### src/rtl/ddr_wr_burst_tx.sv
// ddr_wr_burst_tx: DDR4 write transmitter issuing ACT/WR commands and a registered BL8/BC4 DQ/DQS burst with preamble.
module ddr_wr_burst_tx #(
  parameter int TRCD  = 4,
  parameter int CWL   = 9,
  parameter int ROW_W = 15,
  parameter int COL_W = 10
)(
  input  logic             CK_t,
  input  logic             reset_n,
  input  logic             req_valid,
  output logic             req_ready,
  input  logic [1:0]       req_bg,
  input  logic [1:0]       req_ba,
  input  logic [ROW_W-1:0] req_row,
  input  logic [COL_W-1:0] req_col,
  input  logic             req_bc4,
  input  logic [63:0]      req_data,
  input  logic             close_all,
  output logic             cs_n,
  output logic             act_n,
  output logic             RAS_n_A16,
  output logic             CAS_n_A15,
  output logic             WE_n_A14,
  output logic [1:0]       bg_addr,
  output logic [1:0]       ba_addr,
  output logic             A13,
  output logic             A12_BC_n,
  output logic             A11,
  output logic             A10_AP,
  output logic [9:0]       A9_A0,
  output logic [7:0]       dq,
  output logic             dq_oe,
  output logic             dqs_t,
  output logic             dqs_c,
  output logic             dqs_oe,
  output logic             wr_done
);
  localparam int TW = $clog2(TRCD + 1);
  localparam int CW = $clog2(CWL + 1);
  typedef enum logic [2:0] {IDLE, ACT, TRCD_WAIT, WR, CWL_WAIT, PRE, BURST, DONE} state_t;
  state_t state, state_d;
  logic [TW-1:0] tcnt, tcnt_d;
  logic [CW-1:0] ccnt, ccnt_d;
  logic [2:0] beat, beat_d;
  logic [1:0] bg_q, ba_q;
  logic [ROW_W-1:0] row_q;
  logic [COL_W-1:0] col_q;
  logic bc4_q;
  logic [63:0] data_q;
  logic [ROW_W+3:0] rec;
  logic rec_valid, hit, accept;
  logic [4:0] cmd_q, cmd_d;
  logic [3:0] bank_q, bank_d;
  logic [13:0] addr_q, addr_d;
  logic [7:0] dq_d;
  logic dq_oe_d, dqs_oe_d, dqs_t_d, done_d;
  assign req_ready = state == IDLE;
  assign accept = req_valid && req_ready;
  assign hit = rec_valid && !close_all && rec == {req_bg, req_ba, req_row};
  assign {cs_n, act_n, RAS_n_A16, CAS_n_A15, WE_n_A14} = cmd_q;
  assign {bg_addr, ba_addr} = bank_q;
  assign {A13, A12_BC_n, A11, A10_AP, A9_A0} = addr_q;
  always_comb begin
    state_d  = state;
    tcnt_d   = tcnt;
    ccnt_d   = ccnt;
    beat_d   = beat;
    cmd_d    = 5'b11111;
    bank_d   = 4'hF;
    addr_d   = '1;
    dq_d     = '0;
    dq_oe_d  = 1'b0;
    dqs_oe_d = 1'b0;
    dqs_t_d  = 1'b1;
    done_d   = 1'b0;
    case (state)
      IDLE: if (req_valid) state_d = hit ? WR : ACT;
      ACT: begin
        cmd_d   = {4'b0011, row_q[14]};
        bank_d  = {bg_q, ba_q};
        addr_d  = row_q[13:0];
        tcnt_d  = TW'(TRCD > 1 ? TRCD - 2 : 0);
        state_d = TRCD > 1 ? TRCD_WAIT : WR;
      end
      TRCD_WAIT: begin
        tcnt_d  = tcnt - 1'b1;
        state_d = tcnt == '0 ? WR : TRCD_WAIT;
      end
      WR: begin
        cmd_d   = 5'b01100;
        bank_d  = {bg_q, ba_q};
        addr_d  = {1'b1, ~bc4_q, 1'b1, 1'b0, 10'(col_q)};
        ccnt_d  = CW'(CWL > 2 ? CWL - 3 : 0);
        beat_d  = '0;
        state_d = CWL > 2 ? CWL_WAIT : PRE;
      end
      CWL_WAIT: begin
        ccnt_d  = ccnt - 1'b1;
        state_d = ccnt == '0 ? PRE : CWL_WAIT;
      end
      PRE: begin
        dqs_oe_d = 1'b1;
        dqs_t_d  = 1'b0;
        state_d  = BURST;
      end
      BURST: begin
        dq_oe_d  = 1'b1;
        dqs_oe_d = 1'b1;
        dq_d     = data_q[8*beat +: 8];
        dqs_t_d  = ~beat[0];
        state_d  = beat == (bc4_q ? 3'd3 : 3'd7) ? DONE : BURST;
        beat_d   = beat == (bc4_q ? 3'd3 : 3'd7) ? beat : beat + 3'd1;
      end
      DONE: begin
        done_d  = 1'b1;
        state_d = IDLE;
      end
      default: state_d = IDLE;
    endcase
  end
  always_ff @(posedge CK_t or negedge reset_n) begin
    if (!reset_n) begin
      state     <= IDLE;
      tcnt      <= '0;
      ccnt      <= '0;
      beat      <= '0;
      bg_q      <= '0;
      ba_q      <= '0;
      row_q     <= '0;
      col_q     <= '0;
      bc4_q     <= 1'b0;
      data_q    <= '0;
      rec       <= '0;
      rec_valid <= 1'b0;
      cmd_q     <= 5'b11111;
      bank_q    <= 4'hF;
      addr_q    <= '1;
      dq        <= '0;
      dq_oe     <= 1'b0;
      dqs_oe    <= 1'b0;
      dqs_t     <= 1'b1;
      dqs_c     <= 1'b0;
      wr_done   <= 1'b0;
    end else begin
      state  <= state_d;
      tcnt   <= tcnt_d;
      ccnt   <= ccnt_d;
      beat   <= beat_d;
      cmd_q  <= cmd_d;
      bank_q <= bank_d;
      addr_q <= addr_d;
      dq     <= dq_d;
      dq_oe  <= dq_oe_d;
      dqs_oe <= dqs_oe_d;
      dqs_t  <= dqs_t_d;
      dqs_c  <= ~dqs_t_d;
      wr_done <= done_d;
      if (accept) begin
        bg_q   <= req_bg;
        ba_q   <= req_ba;
        row_q  <= req_row;
        col_q  <= req_col;
        bc4_q  <= req_bc4;
        data_q <= req_data;
      end
      if (close_all) rec_valid <= 1'b0;
      else if (state == ACT) begin
        rec       <= {bg_q, ba_q, row_q};
        rec_valid <= 1'b1;
      end
    end
  end
endmodule

### config.mk
export PLATFORM = sky130hd
export DESIGN_NAME = ddr_wr_burst_tx
export DESIGN_NICKNAME = d
export VERILOG_FILES = /design/src/rtl/ddr_wr_burst_tx.sv
export SDC_FILE = /design/constraint.sdc
export NUM_CORES = 1
export LEC_CHECK = 0
export BUFFER_PORTS_ARGS = -buffer_cell sky130_fd_sc_hd__buf_2
export CAP_MARGIN = 20
export CORE_MARGIN = 5
export CORE_UTILIZATION = 59
export CTS_CLUSTER_DIAMETER = 80
export DETAILED_ROUTE_END_ITERATION = 12
export HOLD_SLACK_MARGIN = 0.12
export PLACE_DENSITY = 0.93
export SLEW_MARGIN = 5
export SYNTH_ARGS = -nofsm -noshare
export SYNTH_HDL_FRONTEND = slang
export SYNTH_SLANG_ARGS = --single-unit
### constraint.sdc
create_clock -name CK_t -period 3.65 [get_ports CK_t]
set_clock_uncertainty 0.1 [all_clocks]
set_input_delay 0.5475 -clock CK_t [delete_from_list [all_inputs] [get_ports CK_t]]
set_output_delay 0.5475 -clock CK_t [all_outputs]
set_load 0.02 [all_outputs]
==> flow_summary.yaml <==
outcome:
  outcome: "complete, no violations"
timing:
  slew_headroom: 0.4845
  tns_ns: 0
  drv_slew: 0
  rsz0062_at_grt: "false"
  fmax_mhz: 409.4
  hold_viol_final: 0
  min_period_ns: 2.442
  worstMarginPinSlew_ns: 0.7733
  period_share: 0.6691
  setup_viol_count_final: 0
synthesis:
  ys_warn_count: 0
  synth_fp_nets: 571
  synth_area_mm2: 0.006912
  synth_largest_area_cell: "dfrtp_1"
  synth_area_leaders: "dfrtp_1 50%, mux2_2 11%, dfstp_2 8.7%"
  ys_async_sr_fraction: 1.000
  postSynthAreaPerCell_um2: 14.77
  synth_cell_types: 42
  synth-seq-cells: 162
  synth_top_area_frac: 0.5033
  synth_cells: 468
  yosys_most_used_dff: "dfrtp_1"
  yosysSeqAreaShare: 0.5907
  synth-edff-count: 0
global_routing:
  antenna_found_initial: 1
  use_met3: 0.06590
  grt_max_degree: 66
  grt_util_all_layers: 0.2459
  grt.met2_usage: 0.4044
  use_met1: 0.3024
  overflow: 0
  grt_pass1_vias: 4918
  grt_pass1_wl_um: 26750
  busiest_layer: "met2"
route:
  wl_um: 16550
  drtAntennaViolNets: 0
  drt_drc_violations_left: 0
  dr.pass1.iters: 4
  dr_total_vias: 4457
  viasPerCell: 5.872
  drt_iter0_drc: 364
  post_drt_wl_per_cell_um: 21.80
critical_path:
  path_cells: "nor2b_4 -> nand2b_2 -> nor2_8 -> mux2_2"
  end_kind: "flop"
  slowest_stage: "dfrtp_1"
  start_kind: "flop"
  crit_arrival_ns: 2.64
  crit_buf_inv: 0
  crit_family: "simple AND/OR/NAND/NOR gates"
  crit_required_ns: 3.85
  cp_max_fo: 19
  max_stage_delay_ns: 0.69
  critPathKind: "reg -> reg"
final_layout:
  final_cell_mix: "139 x dfrtp_1, 132 x buf_2, 65 x mux2_2, 50 x mux2_1, 23 x dfstp_2"
  layout.nets: 705
  layout_commonest_cell: "dfrtp_1"
  drive_above_1_share: 0.4455
  areaGrowthSynthToFinish_pct: 20.17
floorplanning:
  initial_core_util: 0.6027
  rows: 39
  die_y_um: 118.2
  placeableCoreArea_mm2: 0.01147
  die_area_mm2: 0.01398
  io_pins: 135
  die-width_um: 118.2
power:
  ir_worst_vdd_mv: 0.4738
  p_leak_nw: 3.736
  power.total_w: 0.007766
  power_density_mw_per_mm2: 935.0
min_path:
  hp-class: "in -> reg"
clock_tree:
  root_buffer: "clkbuf_16"
  clk_latency_ns: 0.42
  post_cts_buffers: 0
  clkTransAtPathRegs_ns: 0.06
  cts_tree: "yes"
  cts_hold_buf: 1
  cts_resized: 0
  numClockSinks: 162
  htreeDepth: 4
  cts_made_buffers: 17
  cts_buffer_depth: 2
place:
  port_buffers: 133
  gp_congestion: 0.8472
  hpwl_um: 11110
job:
  max_cap_viol_count: 0
==> final timing paths <==
| kind | slack (ns) | depth (start not counted) | startpoint | to |
|---|---|---|---|---|
| worst max-delay path | 1.21 | 4 | state[0]$_DFFE_PN0P_ | rec[12]$_DFFE_PN0P_ |
| worst min-delay path | 0.24 | 2 | req_data[49] | data_q[49]$_DFFE_PN0P_ |
| worst max register to register | 1.21 | 4 | state[0]$_DFFE_PN0P_ | rec[12]$_DFFE_PN0P_ |
| worst min register to register | 0.38 | 1 | data_q[49]$_DFFE_PN0P_ | data_q[49]$_DFFE_PN0P_ |
| max in group asynchronous | 1.94 | 3 | reset_n | data_q[42]$_DFFE_PN0P_ |
| min in group asynchronous | 0.56 | 2 | reset_n | row_q[4]$_DFFE_PN0P_ |
==> Yosys cell counts (2+ instances only) <==
master and number:
nor2b_1 2, nand4_1 3, o22a_1 2, or3_1 2
nand3_1 3, dfrtp_1 139, xor2_1 7, mux2_2 65
o21ai_0 3, mux2_1 50, buf_2 11, o22ai_1 2
nor2_1 19, nor3b_1 2, nor3_1 3, o211ai_1 2
buf_6 6, ha_1 5, mux2i_1 18, a21oi_1 8
nand2b_1 7, xnor2_1 14, dfstp_2 23, clkbuf_1 4
nor4_1 2, inv_1 11, mux4_2 16, buf_4 4
nand2_1 21, a221oi_1 2
==> per-layer routing <==
metal	routed length [um]	vias to the layer above
li1	-	1920
met1	6590	2295
met2	8362	187
met3	889	55
met4	707	0
met5	0	-
==> state kept, by name, summed over array words and instances, names as in the netlist, 2 cells and up <==
register	count
data_q	64
state	3
bank_q	4
row_q	15
rec	19
tcnt	3
dq	8
beat	3
addr_q	14
col_q	10
cmd_q	4
ba_q	2
bg_q	2
ccnt	4
==> kinds of logic after synthesis <==
family	count (synthesis)	share of synthesized area
mux	149	0.2656
other cells	1	0.0005426
flops	162	0.5907
fa+ha+maj	5	0.009051
compound gates	23	0.02209
xor+xnor	21	0.02661
simple gates	71	0.05521
buf+inv	36	0.03023
==> stage by stage <==
step | hold WS (ns) | utilization | cells | area (um^2) | setup slack [ns]
2_1_floorplan | 0.1519 | - | 468 | 6912 | 1.726
3_3_place_gp | 0.3635 | 0.6667 | 724 | 7645 | 1.397
3_5_place_dp | 0.3730 | 0.6667 | 724 | 7645 | 1.282
4_1_cts | 0.2282 | 0.7217 | 757 | 8275 | 1.229
5_1_grt | 0.2343 | 0.7243 | 759 | 8305 | 1.103
6_report | 0.2388 | 0.7243 | 759 | 8305 | 1.208
==> final cells by class <==
| cell class | count | area (um^2) |
|---|---|---|
| diodes | 1 | 2.502 |
| clock buffers | 24 | 471.7 |
| clock inverters | 8 | 148.9 |
| fillers | 666 | 3162 |
| inverters | 11 | 41.29 |
| multi-input cells | 270 | 2620 |
| flip-flops and latches | 162 | 4083 |
| well taps | 143 | 178.9 |
| repair buffers | 140 | 759.5 |
==> power by group <==
group / leakage, nW / internal [W] / switching (W) / total [W]
logic: 1.51 / 0.00134 / 0.00119 / 0.00253
clock network: 0.295 / 0.00118 / 0.000680 / 0.00186
registers: 1.93 / 0.00269 / 0.000683 / 0.00337
Note: power is estimated with default switching activity, not from simulation.
